[src/rtl/muldiv_sequencer.sv]
// Iterative multiply/divide unit owning HI/LO: radix-2 shift-add multiply and
// restoring divide over WIDTH cycles, with sign fixup and commit in a final FIX cycle.
module muldiv_sequencer #(
  parameter int unsigned WIDTH = 32
) (
  input  logic             clk,
  input  logic             rst,
  input  logic             start_EX,
  input  logic [1:0]       op_EX,
  input  logic [WIDTH-1:0] a_EX,
  input  logic [WIDTH-1:0] b_EX,
  input  logic             hilo_read_EX,
  input  logic             mthi_EX,
  input  logic             mtlo_EX,
  input  logic [WIDTH-1:0] wdata_EX,
  output logic             busy,
  output logic             stall_FETCH,
  output logic [WIDTH-1:0] hi,
  output logic [WIDTH-1:0] lo,
  output logic             done
);

  localparam int unsigned CNT_W = $clog2(WIDTH);
  localparam int unsigned ACC_W = 2 * WIDTH;

  typedef enum logic [1:0] {S_IDLE, S_RUN, S_FIX} state_e;

  state_e             state_q, state_d;
  logic [ACC_W-1:0]   acc_q, acc_d;
  logic [WIDTH-1:0]   opd_q, opd_d;
  logic [CNT_W-1:0]   cnt_q, cnt_d;
  logic               is_div_q, is_div_d;
  logic               negq_q, negq_d;
  logic               negr_q, negr_d;
  logic               bzero_q, bzero_d;
  logic [WIDTH-1:0]   hi_q, hi_d;
  logic [WIDTH-1:0]   lo_q, lo_d;
  logic               done_q, done_d;

  logic               signed_op, sa, sb, b_is_zero;
  logic [WIDTH-1:0]   abs_a, abs_b, quo, rem;
  logic [WIDTH:0]     mul_sum, div_trial;
  logic [ACC_W:0]     div_sh;
  logic [ACC_W-1:0]   iter_val;

  // Operand preparation for the capture edge
  assign signed_op = ~op_EX[0];
  assign sa        = signed_op & a_EX[WIDTH-1];
  assign sb        = signed_op & b_EX[WIDTH-1];
  assign abs_a     = sa ? -a_EX : a_EX;
  assign abs_b     = sb ? -b_EX : b_EX;
  assign b_is_zero = (b_EX == '0);

  // One radix-2 step: acc = {partial product, multiplier} or {remainder, quotient}
  assign mul_sum   = {1'b0, acc_q[ACC_W-1:WIDTH]} + (acc_q[0] ? {1'b0, opd_q} : '0);
  assign div_sh    = {acc_q, 1'b0};
  assign div_trial = div_sh[ACC_W:WIDTH] - {1'b0, opd_q};
  assign iter_val  = !is_div_q     ? {mul_sum, acc_q[WIDTH-1:1]} :
                     div_trial[WIDTH] ? div_sh[ACC_W-1:0] :
                                        {div_trial[WIDTH-1:0], div_sh[WIDTH-1:1], 1'b1};

  assign quo = acc_q[WIDTH-1:0];
  assign rem = acc_q[ACC_W-1:WIDTH];

  always_comb begin
    state_d  = state_q;
    acc_d    = acc_q;
    opd_d    = opd_q;
    cnt_d    = cnt_q;
    is_div_d = is_div_q;
    negq_d   = negq_q;
    negr_d   = negr_q;
    bzero_d  = bzero_q;
    hi_d     = hi_q;
    lo_d     = lo_q;
    done_d   = 1'b0;
    case (state_q)
      S_IDLE: begin
        if (start_EX) begin
          is_div_d = op_EX[1];
          negq_d   = sa ^ sb;
          negr_d   = sa;
          bzero_d  = op_EX[1] & b_is_zero;
          // Divide by zero keeps the raw dividend so it lands unmodified in HI
          if (op_EX[1]) begin
            acc_d = {{WIDTH{1'b0}}, (b_is_zero ? a_EX : abs_a)};
            opd_d = abs_b;
          end else begin
            acc_d = {{WIDTH{1'b0}}, abs_b};
            opd_d = abs_a;
          end
          cnt_d   = CNT_W'(WIDTH - 1);
          state_d = S_RUN;
        end else begin
          if (mthi_EX) hi_d = wdata_EX;
          if (mtlo_EX) lo_d = wdata_EX;
        end
      end
      S_RUN: begin
        acc_d = iter_val;
        cnt_d = cnt_q - CNT_W'(1);
        if (cnt_q == '0) state_d = S_FIX;
      end
      S_FIX: begin
        if (is_div_q) begin
          if (bzero_q) begin
            lo_d = quo;
            hi_d = rem;
          end else begin
            lo_d = negq_q ? -quo : quo;
            hi_d = negr_q ? -rem : rem;
          end
        end else begin
          {hi_d, lo_d} = negq_q ? -acc_q : acc_q;
        end
        done_d  = 1'b1;
        state_d = S_IDLE;
      end
      default: state_d = S_IDLE;
    endcase
  end

  always_ff @(posedge clk or posedge rst) begin
    if (rst) begin
      state_q  <= S_IDLE;
      acc_q    <= '0;
      opd_q    <= '0;
      cnt_q    <= '0;
      is_div_q <= 1'b0;
      negq_q   <= 1'b0;
      negr_q   <= 1'b0;
      bzero_q  <= 1'b0;
      hi_q     <= '0;
      lo_q     <= '0;
      done_q   <= 1'b0;
    end else begin
      state_q  <= state_d;
      acc_q    <= acc_d;
      opd_q    <= opd_d;
      cnt_q    <= cnt_d;
      is_div_q <= is_div_d;
      negq_q   <= negq_d;
      negr_q   <= negr_d;
      bzero_q  <= bzero_d;
      hi_q     <= hi_d;
      lo_q     <= lo_d;
      done_q   <= done_d;
    end
  end

  assign busy        = (state_q != S_IDLE);
  assign stall_FETCH = busy & (start_EX | hilo_read_EX | mthi_EX | mtlo_EX);
  assign hi          = hi_q;
  assign lo          = lo_q;
  assign done        = done_q;

endmodule

[config.mk]
export PLATFORM = sky130hd
export DESIGN_NAME = muldiv_sequencer
export DESIGN_NICKNAME = d
export VERILOG_FILES = /design/src/rtl/muldiv_sequencer.sv
export SDC_FILE = /design/constraint.sdc
export NUM_CORES = 1
export LEC_CHECK = 0
export CAP_MARGIN = 20
export CELL_PAD_IN_SITES_DETAIL_PLACEMENT = 0
export CELL_PAD_IN_SITES_GLOBAL_PLACEMENT = 1
export CORE_UTILIZATION = 48
export CTS_BUF_LIST = sky130_fd_sc_hd__clkbuf_4 sky130_fd_sc_hd__clkbuf_8
export CTS_CLUSTER_DIAMETER = 100
export DETAILED_ROUTE_END_ITERATION = 8
export PLACE_DENSITY = 0.91
export SLEW_MARGIN = 5
export SYNTH_ARGS = -nofsm -noshare
export SYNTH_HDL_FRONTEND = slang
export SYNTH_SLANG_ARGS = --single-unit
[constraint.sdc]
create_clock -name clk -period 19.84 [get_ports clk]
set_input_delay 4.96 -clock clk [delete_from_list [all_inputs] [get_ports clk]]
set_output_delay 4.96 -clock clk [all_outputs]
set_load 0.01 [all_outputs]
Word level (Yosys, flattened, before mapping)
Index checks and enable logic that the tools add are counted.

storage, ports and cells
  output and inout port bits = 67
  register bits after elaboration = 172
  input bits = 104
  word-level logic and storage cells = 75

cells by class
  equality and inequality tests = 7
  multiplexer cells = 29
  $add $sub $neg = 8
  reduce and logical (&&, ||, !) cells = 11
  bitwise gates (word level) = 9

operator list
  cell                   number
  $mux W32               16
  $mux W64               4
  $neg A32 Y32           4
  $pmux W32 S2           2
  $pmux W64 S2           1
  $neg A64 Y64           1
  $add A32 B32 Y33       1
  $sub A33 B32 Y33       1
  $logic_not A32 Y1      1
  $ne A2 B2 Y1 const B   5
  $pmux W5 S2            1
  $reduce_and A2 Y1      3
  $reduce_and A3 Y1      2
  $reduce_bool A2 Y1     3
  $logic_not A5 Y1       1
  $mux W5                1
  $sub A5 B1 Y5 const B  1
  $and A1 B1 Y1          4
  $mux W2                2
  $pmux W2 S2            1
  $or A1 B1 Y1           3
  $eq A2 B1 Y1 const B   1
  $eq A2 B2 Y1 const B   1
  $logic_not A2 Y1       1
  3 further kinds        3

Depth between registers and ports, before layout
Gate-level depths: netlist (run 1).

  word-level depth = 7
  mapped depth = 15
  mapped depth without buffers = 13

Worst setup path before layout (run 1)
Ideal clock, no wire load.

  path type = input port to output port
  start = input port hilo_read_EX
  end = output port stall_FETCH
  data required time = 14.880 ns
  stages = 2
  path buffers = 0
  setup slack = 9.575 ns
  arrival = 5.305 ns
  cell sequence = nor4_1 -> nor2_1

on the way
  longest elaborated chain between the ends = 4

ends and longest elaborated chain
  what                        RTL line  source
  start: declaration          12        input logic hilo_read_EX,
  $or A1 B1 Y1 (3 in series)  152       assign stall_FETCH = busy & (start_EX | hilo_read_EX | mthi_EX | mtlo_EX);
  $and A1 B1 Y1               152
  end: declaration            17        output logic stall_FETCH,

Every way passes these cells.

Worst setup path after layout (run 1)
  start = input port start_EX
  end = output port stall_FETCH

on the way
  longest elaborated chain between the ends = 4

ends and longest elaborated chain
  what                        RTL line  source
  start: declaration          8         input logic start_EX,
  $or A1 B1 Y1 (3 in series)  152
  $and A1 B1 Y1               152

Every way passes these cells.

==> flow_metrics.env, run 1 <==
export IMPL_finalSetupViolCount=0
export IMPL_pin_count=171
export IMPL_grt_max_degree=106
export IMPL_crit_start="start_EX"
export IMPL_clk_latency_ns=0.50
export IMPL_cp_start_kind="primary input"
export IMPL_drtIter0Drc=1372
export IMPL_syn_area_sq_um=15300
export IMPL_finalWirelength_mm=52.2
export IMPL_multi_input_comb_area_sq_um=10300
export IMPL_p_per_area_nw_per_um2=177
export IMPL_min_period_ns=11.25
export IMPL_grt_pass1_vias=13800
export IMPL_path_delay_family="buffers and inverters"
export IMPL_dr_total_vias=14900
export IMPL_clockPowerShare_pct=8.7
export IMPL_async_flop_share_pct=100
export IMPL_worstSetupEndpointType="primary output"
export IMPL_initial_utilization_pct=49.4
export IMPL_overflow=0
export IMPL_drc_errors=0
export IMPL_ys_dominant_reg_cell="dfrtp_1"
export IMPL_gp_congestion=0.955
export IMPL_relSlewSlack_pct=30.0
export IMPL_synth_edf_count=0
export IMPL_crit_path_frequent_cell="clkdlybuf4s50_1"
export IMPL_yosysWarningCount=0
export IMPL_tightest_slew_ns=1.05
export IMPL_rrSetupSlack_ns=15.39
export IMPL_cp_slowest_cell="clkdlybuf4s50_1"
export IMPL_post_dp_hpwl_mm=40.7
export IMPL_placed_area_sq_um=17200
export IMPL_grt_pass1_wl_mm=81.2
export IMPL_nets=2191
export IMPL_slew_violations=0
export IMPL_arrival_ns=6.29
export IMPL_cts_resized=0
export IMPL_fmax_mhz=88.9
export IMPL_cts_clk_slew_worst_paths_ns=0.11
export IMPL_ys_ff_latch=172
export IMPL_antenna_left=0
export IMPL_yosysSeqAreaShare_pct=28.2
export IMPL_p_int_w=0.00151
export IMPL_p_seq_share_pct=24.6
export IMPL_status="completed"
export IMPL_worstPathRequired_ns=14.88
export IMPL_cts_max_level=4
export IMPL_vdd_ir_drop_max_mv=0.0962
export IMPL_crit_cells=4
export IMPL_root_buffer="clkbuf_8"
export IMPL_cts_setup_buffers=0
export IMPL_antenna_found_initial=1
export IMPL_switchingPower_w=0.00162
export IMPL_path_cells="clkdlybuf4s50_1 > nor4_1 > nor2_1 > clkdlybuf4s50_1"
export IMPL_num_rows=64
export IMPL_synth_distinct_cells=81
export IMPL_cts_buffers_inserted=17
export IMPL_die_y_um=180
export IMPL_cts_hold_buffers=0
export IMPL_fillCellCount=2800
export IMPL_hold_path_class="reg2reg"
export IMPL_ff_latch_area_sq_um=4310
export IMPL_crit_buf_inv=2
export IMPL_worst_path_largest_cell_delay_ns=0.51
export IMPL_finClkSkew_ns=0.0212
export IMPL_min_period_over_period_pct=56.7
export IMPL_port_buffers=170
export IMPL_total_power_w=0.00312
export IMPL_whs_ns=0.489
export IMPL_cts_tree="done"
export IMPL_track_usage_pct=32.0
export IMPL_hold_violations=0
export IMPL_synth_avg_cell_area_sq_um=7.95
export IMPL_vias_per_cell=6.13
export IMPL_cap_viol_max_count=0
export IMPL_r2r_start="acc_q[0]"
export IMPL_clockBufferDepth=2
export IMPL_coreArea_sq_um=30900
export IMPL_rsz0062_at_grt="false"
export IMPL_pwr_share_comb_pct=66.7
export IMPL_endpoint="stall_FETCH"
export IMPL_wl_per_cell_um=21.5
export IMPL_synthToLayoutAreaGrowth_pct=15.5
export IMPL_leakagePower_nw=7.06
export IMPL_crit_fanout=4
export IMPL_critical_path_class="in2out"
export IMPL_drt_first_pass_iters=7
export IMPL_syn_num_nets=2096
export IMPL_drive_above_1_share_pct=4.68
export IMPL_die_area_sq_um=32500
export IMPL_fin_area_sq_um=17600
export IMPL_finalSetupTns_ns=0
export IMPL_syn_inst=1920
export IMPL_die_w_um=180
export IMPL_clock_sinks=172
export IMPL_ff2ff_path_depth=12
export IMPL_reg2reg_to="acc_q[63]"
export IMPL_post_route_util_pct=57.0
export IMPL_swShare_pct=51.8
## metrics by stage
stage / cells / setup slack [ns]
global placement: 2390 / 8.56
detailed placement: 2390 / 8.60
floorplan: 1920 / 9.57
CTS: 2422 / 8.60
finish: 2425 / 8.59
global route: 2424 / 8.52
## per-layer routing
metal / vias up / global-route usage, % / share of wire, %
met5: - / 0 / 0
met4: 0 / 9.13 / 2.4
met3: 68 / 4.65 / 6.9
met2: 612 / 49.3 / 44
met1: 7029 / 46.5 / 47
li1: 7166 / - / -
## flip-flops by register name, indices dropped and copies added (netlist names)
register  count
negq_q        1
bzero_q       1
acc_q        64
done          1
lo           32
opd_q        32
cnt_q         5
hi           32
negr_q        1
is_div_q      1
state_q       2
## layout by cell type, fill, tap and decap left out, types with 37 or more instances in the layout
| master | n |
|---|---|
| nand3_1 | 73 |
| o21ai_0 | 201 |
| xnor2_1 | 111 |
| ha_1 | 70 |
| clkdlybuf4s50_1 | 169 |
| xor2_1 | 77 |
| dfrtp_1 | 171 |
| nand2_1 | 176 |
| mux2i_1 | 90 |
| nor2_1 | 160 |
| a21oi_1 | 142 |
| nor3_1 | 37 |
| inv_1 | 63 |
## how the worst min path moves through the flow
stage          startpoint        to  slack, ns  cells after the start
2_1_floorplan    cnt_q[4]  cnt_q[4]       0.45                      1
5_1_grt          opd_q[5]  opd_q[5]       0.52                      2
4_1_cts          opd_q[5]  opd_q[5]       0.50                      2
3_5_place_dp     opd_q[5]  opd_q[5]       0.47                      2
3_3_place_gp     cnt_q[4]  cnt_q[4]       0.46                      1
6_report         opd_q[5]  opd_q[5]       0.49                      2
## worst reg2reg max path: cells and delay by family (launching register included)
kind	cells	cell delay, ns
compound gates	8	2.31
buf+inv	1	0.81
flops	1	0.54
fa+ha+maj	1	0.36
simple gates	2	0.32
## power by group through the flow
stage | sequential (W) | clock, W | combinational [W]
after floorplan | 0.000692 | 0 | 0.00143
after global placement | 0.000760 | 0 | 0.00202
after detailed placement | 0.000767 | 0 | 0.00203
after CTS | 0.000759 | 0.000274 | 0.00205
after global routing | 0.000788 | 0.000289 | 0.00228
final | 0.000768 | 0.000272 | 0.00208
## synth_stat cells, types with 5 or more instances
cell       number  area (sq um)
o21ai_0       201          1010
nand2_1       177           664
dfrtp_1       172          4300
nor2_1        161           604
a21oi_1       142           711
xnor2_1       111           972
clkbuf_1       97           364
mux2i_1        90           901
xor2_1         77           674
nand3_1        73           365
ha_1           70           876
inv_1          65           244
nor3_1         37           185
a21o_1         25           188
nor2b_1        25           156
a31oi_1        24           150
o31ai_1        24           180
or3_1          24           150
o211ai_1       23           173
a211oi_1       22           165
a22oi_1        18           135
nand2b_1       17           106
buf_1          16          60.1
or4_1          15           113
o21a_1         14           105
and2_1         12          75.1
o21bai_1       12          90.1
nor4_1         11          68.8
o221ai_1       11          96.3
o41ai_1        10          87.6
nor3b_1         9          67.6
and3_1          8          50.1
and4_1          8          70.1
mux2_2          8          90.1
nand4_1         7          43.8
or2_2           7          43.8
a2111oi_0       5          43.8
a221o_1         5          50.1
a221oi_1        5          43.8
a222oi_1        5          50.1
o311ai_0        5          43.8
## cell type report
type	count	share of cell area, %
timing repair buffer	191	10.5
clock buffer	17	1.33
clock inverter	15	1.09
sequential	172	24.4
inverter	65	1.42
multi-input combinational	1568	58.4
tap	396	2.81
antenna	1	0.0142
## cells by family after synthesis
kind of cell | count (synthesis) | synth area share (%)
xor gates and xnor gates | 189 | 10.9
muxes | 98 | 6.49
buffers and inverters | 180 | 4.44
and+or+nand+nor | 620 | 19.9
adders and majority gates | 72 | 6.00
DFF | 172 | 28.2
AOI/OAI and AO/OA | 589 | 24.1
Power figures use the tool's default switching activity.
==> run 2: changes to the inputs <==
--- a/config.mk
+++ b/config.mk
@@ -8,11 +8,11 @@
 export CAP_MARGIN = 20
 export CELL_PAD_IN_SITES_DETAIL_PLACEMENT = 0
 export CELL_PAD_IN_SITES_GLOBAL_PLACEMENT = 1
-export CORE_UTILIZATION = 48
+export CORE_UTILIZATION = 40
 export CTS_BUF_LIST = sky130_fd_sc_hd__clkbuf_4 sky130_fd_sc_hd__clkbuf_8
 export CTS_CLUSTER_DIAMETER = 100
 export DETAILED_ROUTE_END_ITERATION = 8
-export PLACE_DENSITY = 0.91
+export PLACE_DENSITY = 0.81
 export SLEW_MARGIN = 5
 export SYNTH_ARGS = -nofsm -noshare
 export SYNTH_HDL_FRONTEND = slang
==> constraint.sdc (replaced) <==
create_clock -name clk -period 10.1 [get_ports clk]
set_input_delay 2.525 -clock clk [delete_from_list [all_inputs] [get_ports clk]]
set_output_delay 2.525 -clock clk [all_outputs]
set_load 0.01 [all_outputs]
==> run 2 against run 1 <==
- largest power group unchanged
- design area rose by 0.88%
- clock skew rose by 0.0042 ns
- combinational power rose by 100%
- non-clock buffer count rose by 2
- sequential power rose by 97%
- sequential share of layout area fell by 0.21 points
- setup slack got worse by 4.8 ns
- utilization fell by 9.7 points
- critical path type unchanged
- clock-buffer cell count rose by 2
- flip-flop and latch count did not move
==> flow_metrics.env, run 2 (synthesis results as in run 1) <==
export IMPL_status="completed"
export IMPL_antenna_left=0
export IMPL_drc_errors=0
export IMPL_die_y_um=197
export IMPL_cts_clk_slew_worst_paths_ns=0.10
export IMPL_drtIter0Drc=1350
export IMPL_vias_per_cell=5.91
export IMPL_worstSetupEndpointType="primary output"
export IMPL_largest_register="acc_q"
export IMPL_drt_first_pass_iters=8
export IMPL_min_from="cnt_q[4]"
export IMPL_cap_viol_max_count=0
export IMPL_pin_count=171
export IMPL_rsz0062_at_grt="false"
export IMPL_cts_setup_buffers=0
export IMPL_cp_start_kind="primary input"
export IMPL_finalNonFillerCells=2542
export IMPL_nets=2193
export IMPL_tightest_slew_ns=1.06
export IMPL_wl_per_cell_um=21.9
export IMPL_final_cell_mix="201 x o21ai_0, 176 x nand2_1, 171 x dfrtp_1"
export IMPL_cts_resized=0
export IMPL_relSlewSlack_pct=29.4
export IMPL_dr_total_vias=15000
export IMPL_largest_register_ffs=64
export IMPL_hold_violations=0
export IMPL_dp_cells=2507
export IMPL_antenna_found_initial=1
export IMPL_min_period_ns=6.36
export IMPL_clk_latency_ns=0.50
export IMPL_cts_buffers_inserted=17
export IMPL_clock_sinks=172
export IMPL_die_w_um=197
export IMPL_overflow=0
export IMPL_grt_pass1_vias=14400
export IMPL_fmax_mhz=157
export IMPL_drive_above_1_share_pct=4.88
export IMPL_num_rows=71
export IMPL_r2r_start="acc_q[31]"
export IMPL_post_dp_hpwl_mm=42.7
export IMPL_vdd_ir_drop_max_mv=0.128
export IMPL_finalSetupTns_ns=0
export IMPL_leakagePower_nw=7.06
export IMPL_post_route_util_pct=47.3
export IMPL_slew_violations=0
export IMPL_arrival_ns=3.83
export IMPL_synthToLayoutAreaGrowth_pct=16.5
export IMPL_min_period_over_period_pct=62.9
export IMPL_finalWirelength_mm=55.5
export IMPL_p_per_area_nw_per_um2=350
export IMPL_grt_pass1_wl_mm=86.3
export IMPL_coreArea_sq_um=37600
export IMPL_die_area_sq_um=39000
export IMPL_rrSetupSlack_ns=5.36
export IMPL_port_buffers=170
export IMPL_finClkSkew_ns=0.0254
export IMPL_hold_path_class="reg2reg"
export IMPL_holdPathStages=1
export IMPL_hold_end="cnt_q[4]"
export IMPL_final_common_cell="o21ai_0"
export IMPL_gp_congestion=0.966
export IMPL_worstPathRequired_ns=7.58
export IMPL_root_buffer="clkbuf_8"
export IMPL_ff2ff_path_depth=14
export IMPL_crit_fanout=4
export IMPL_clockBufferDepth=2
export IMPL_critical_path_class="in2out"
export IMPL_grt_max_degree=113
export IMPL_reg2reg_to="acc_q[57]"
export IMPL_finalSetupViolCount=0
export IMPL_track_usage_pct=28.9
export IMPL_cts_max_level=4
export IMPL_cts_tree="done"
export IMPL_total_power_w=0.00622
export IMPL_initial_utilization_pct=40.6
export IMPL_crit_start="start_EX"
export IMPL_cts_hold_buffers=0
run 2: cell count changes in the layout (fill, tap and decap cells not counted), moves of 2 or more:
cell and change:
inv_6 +3, buf_4 +2, inv_8 -4, clkinv_8 -4
run 2: final cells by class:
type | instances | area, sq um
antenna | 1 | 2.50
timing repair buffer | 193 | 1870
multi-input combinational | 1568 | 10300
sequential | 172 | 4310
clock inverter | 13 | 153
tap | 511 | 639
clock buffer | 19 | 255
fill | 3762 | 19800
inverter | 65 | 250
run 2: layer usage:
metal	GRT usage (%)	routed length, um	vias to the layer above
met5	0	0	-
met4	8.27	1390	0
met3	3.89	3400	72
met2	46.0	25100	584
met1	40.6	25600	7207
li1	-	-	7158
run 2: worst max-delay path: stages:
cell	delay (ns)
clkdlybuf4s50_1	0.47
nor4_1	0.29
nor2_1	0.07
clkdlybuf4s50_1	0.48
run 2: worst max path at each step:
stage	end	slack (ns)	depth (start not counted)
2_1_floorplan	acc_q[0]	2.91	1
3_3_place_gp	stall_FETCH	3.69	4
3_5_place_dp	stall_FETCH	3.74	4
4_1_cts	stall_FETCH	3.74	4
5_1_grt	stall_FETCH	3.60	4
6_report	stall_FETCH	3.74	4
run 2: power breakdown:
part | switching (W) | internal, W | total (W)
Combinational | 0.00245 | 0.00173 | 0.00417
Sequential | 0.000476 | 0.00103 | 0.00151
Clock | 0.000302 | 0.000236 | 0.000537
run 2: per-stage QoR:
stage | hold WS (ns) | setup slack [ns] | instance area [sq um]
floorplan | 0.446 | 2.91 | 15300
global placement | 0.462 | 3.69 | 17400
detailed placement | 0.470 | 3.74 | 17400
CTS | 0.483 | 3.74 | 17800
global route | 0.527 | 3.60 | 17800
finish | 0.480 | 3.74 | 17800
==> run 3: changes to the inputs <==
--- a/config.mk
+++ b/config.mk
@@ -8,11 +8,11 @@
 export CAP_MARGIN = 20
 export CELL_PAD_IN_SITES_DETAIL_PLACEMENT = 0
 export CELL_PAD_IN_SITES_GLOBAL_PLACEMENT = 1
-export CORE_UTILIZATION = 40
+export CORE_UTILIZATION = 44
 export CTS_BUF_LIST = sky130_fd_sc_hd__clkbuf_4 sky130_fd_sc_hd__clkbuf_8
 export CTS_CLUSTER_DIAMETER = 100
 export DETAILED_ROUTE_END_ITERATION = 8
-export PLACE_DENSITY = 0.81
+export PLACE_DENSITY = 0.84
 export SLEW_MARGIN = 5
 export SYNTH_ARGS = -nofsm -noshare
 export SYNTH_HDL_FRONTEND = slang
==> constraint.sdc (replaced) <==
create_clock -name clk -period 6.3 [get_ports clk]
set_input_delay 1.575 -clock clk [delete_from_list [all_inputs] [get_ports clk]]
set_output_delay 1.575 -clock clk [all_outputs]
set_load 0.01 [all_outputs]
==> run 3 against run 2 <==
- global-route usage grew 1.1 points
- total power grew 57%
- critical path depth is the same
- combinational power grew 57%
- sequential share of layout area grew 0.097 points
- clock power grew 49%
- via count grew 0.45%
- hold slack gained 0.0049 ns
- utilization grew 5.0 points
- non-clock buffer count grew 2
- design area shrank 0.40%
- first-iteration DRC count grew 4.3%
- critical endpoint unchanged
- largest power group unchanged
==> flow_metrics.env, run 3 (synthesis results as in run 1) <==
export IMPL_root_buffer="clkbuf_8"
export IMPL_grt_pass1_wl_mm=82.7
export IMPL_initial_utilization_pct=45.1
export IMPL_crit_start="start_EX"
export IMPL_crit_cells=4
export IMPL_ff2ff_path_depth=12
export IMPL_cap_viol_max_count=0
export IMPL_cts_resized=0
export IMPL_crit_fanout=4
export IMPL_synthToLayoutAreaGrowth_pct=16.0
export IMPL_cts_buffers_inserted=17
export IMPL_finalSetupViolCount=0
export IMPL_post_dp_hpwl_mm=41.5
export IMPL_largest_register="acc_q"
export IMPL_crit_buf_inv=2
export IMPL_pwr_share_comb_pct=67.2
export IMPL_status="completed"
export IMPL_rsz0062_at_grt="false"
export IMPL_p_per_area_nw_per_um2=551
export IMPL_finClkSkew_ns=0.0170
export IMPL_arrival_ns=3.08
export IMPL_worstPathRequired_ns=4.72
export IMPL_drc_errors=0
export IMPL_die_area_sq_um=35500
export IMPL_reg2reg_to="acc_q[35]"
export IMPL_port_buffers=170
export IMPL_cp_slowest_cell="clkdlybuf4s50_1"
export IMPL_swShare_pct=51.2
export IMPL_cts_setup_buffers=0
export IMPL_leakagePower_nw=7.06
export IMPL_switchingPower_w=0.00500
export IMPL_clock_sinks=172
export IMPL_die_w_um=188
export IMPL_antenna_left=0
export IMPL_coreArea_sq_um=33900
export IMPL_fmax_mhz=215
export IMPL_cts_clk_slew_worst_paths_ns=0.10
export IMPL_relSlewSlack_pct=28.6
export IMPL_cp_start_kind="primary input"
export IMPL_drtIter0Drc=1408
export IMPL_worstSetupEndpointType="primary output"
export IMPL_r2r_start="acc_q[31]"
export IMPL_finalWirelength_mm=53.0
export IMPL_grt_pass1_vias=14100
export IMPL_fillCellCount=3288
export IMPL_min_period_over_period_pct=73.8
export IMPL_tightest_slew_ns=1.07
export IMPL_wl_per_cell_um=21.4
export IMPL_whs_ns=0.485
export IMPL_path_delay_family="buffers and inverters"
export IMPL_worst_path_largest_cell_delay_ns=0.59
export IMPL_p_int_w=0.00476
export IMPL_hold_path_class="reg2reg"
export IMPL_track_usage_pct=30.0
export IMPL_num_rows=67
export IMPL_cts_max_level=4
export IMPL_path_cells="clkdlybuf4s50_1 > nor4_1 > nor2_1 > clkdlybuf4s50_1"
export IMPL_largest_register_ffs=64
export IMPL_die_y_um=188
export IMPL_min_from="cnt_q[4]"
export IMPL_min_period_ns=4.65
export IMPL_rrSetupSlack_ns=1.69
export IMPL_final_cell_mix="201 x o21ai_0, 176 x nand2_1, 171 x dfrtp_1"
export IMPL_cts_hold_buffers=0
export IMPL_final_common_cell="o21ai_0"
export IMPL_gp_congestion=0.944
export IMPL_slew_violations=0
export IMPL_dp_cells=2446
export IMPL_finalSetupTns_ns=0
export IMPL_hold_violations=0
export IMPL_cts_tree="done"
export IMPL_endpoint="stall_FETCH"
export IMPL_clk_latency_ns=0.49
export IMPL_drt_first_pass_iters=6
export IMPL_overflow=0
export IMPL_critical_path_class="in2out"
export IMPL_drive_above_1_share_pct=4.87
export IMPL_vdd_ir_drop_max_mv=0.296
export IMPL_clockBufferDepth=2
export IMPL_nets=2195
export IMPL_crit_path_frequent_cell="clkdlybuf4s50_1"
export IMPL_finalNonFillerCells=2480
export IMPL_vias_per_cell=6.08
export IMPL_pin_count=171
export IMPL_p_seq_share_pct=24.6
export IMPL_antenna_found_initial=0
export IMPL_grt_max_degree=110
export IMPL_diodes=0
export IMPL_clockPowerShare_pct=8.2
export IMPL_multi_input_comb_area_sq_um=10300
export IMPL_ff_latch_area_sq_um=4310
export IMPL_dr_total_vias=15100
run 3: how the worst min path moves through the flow:
stage / end / cells past startpoint / slack (ns)
finish: cnt_q[4] / 1 / 0.48
CTS: cnt_q[4] / 1 / 0.49
detailed placement: opd_q[2] / 2 / 0.47
floorplan: cnt_q[4] / 1 / 0.45
global placement: opd_q[2] / 2 / 0.46
global route: opd_q[16] / 2 / 0.53
run 3: power by group through the flow:
| stage | sequential, W | clock, W | combinational, W |
|---|---|---|---|
| 2_1_floorplan | 0.00218 | 0 | 0.00452 |
| 3_3_place_gp | 0.00238 | 0 | 0.00636 |
| 3_5_place_dp | 0.00240 | 0 | 0.00642 |
| 4_1_cts | 0.00238 | 0.000805 | 0.00645 |
| 5_1_grt | 0.00247 | 0.000849 | 0.00718 |
| 6_report | 0.00240 | 0.000801 | 0.00655 |
run 3: routing by layer:
| layer | vias to the layer above | routed length [um] | track usage (%) |
|---|---|---|---|
| met2 | 648 | 23200 | 46.6 |
| met3 | 82 | 3970 | 3.65 |
| met1 | 7193 | 24200 | 43.1 |
| li1 | 7166 | - | - |
| met5 | - | 0 | 0 |
| met4 | 0 | 1670 | 9.62 |
run 3: layout make-up:
class	instances	area share [%]
clock buffer	19	1.44
tap	448	3.16
inverter	65	1.41
timing repair buffer	195	10.8
multi-input combinational	1568	58.2
sequential	172	24.3
clock inverter	13	0.742
run 3: stage by stage:
| stage | instance area, sq um | worst slack (ns) | util, % | total power (W) |
|---|---|---|---|---|
| after floorplan | 15300 | 0.0649 | - | 0.00670 |
| after global placement | 17300 | 1.35 | 51.1 | 0.00875 |
| after detailed placement | 17300 | 1.31 | 51.1 | 0.00882 |
| after CTS | 17700 | 1.69 | 52.2 | 0.00964 |
| after global routing | 17700 | 1.39 | 52.3 | 0.0105 |
| final | 17700 | 1.65 | 52.3 | 0.00976 |
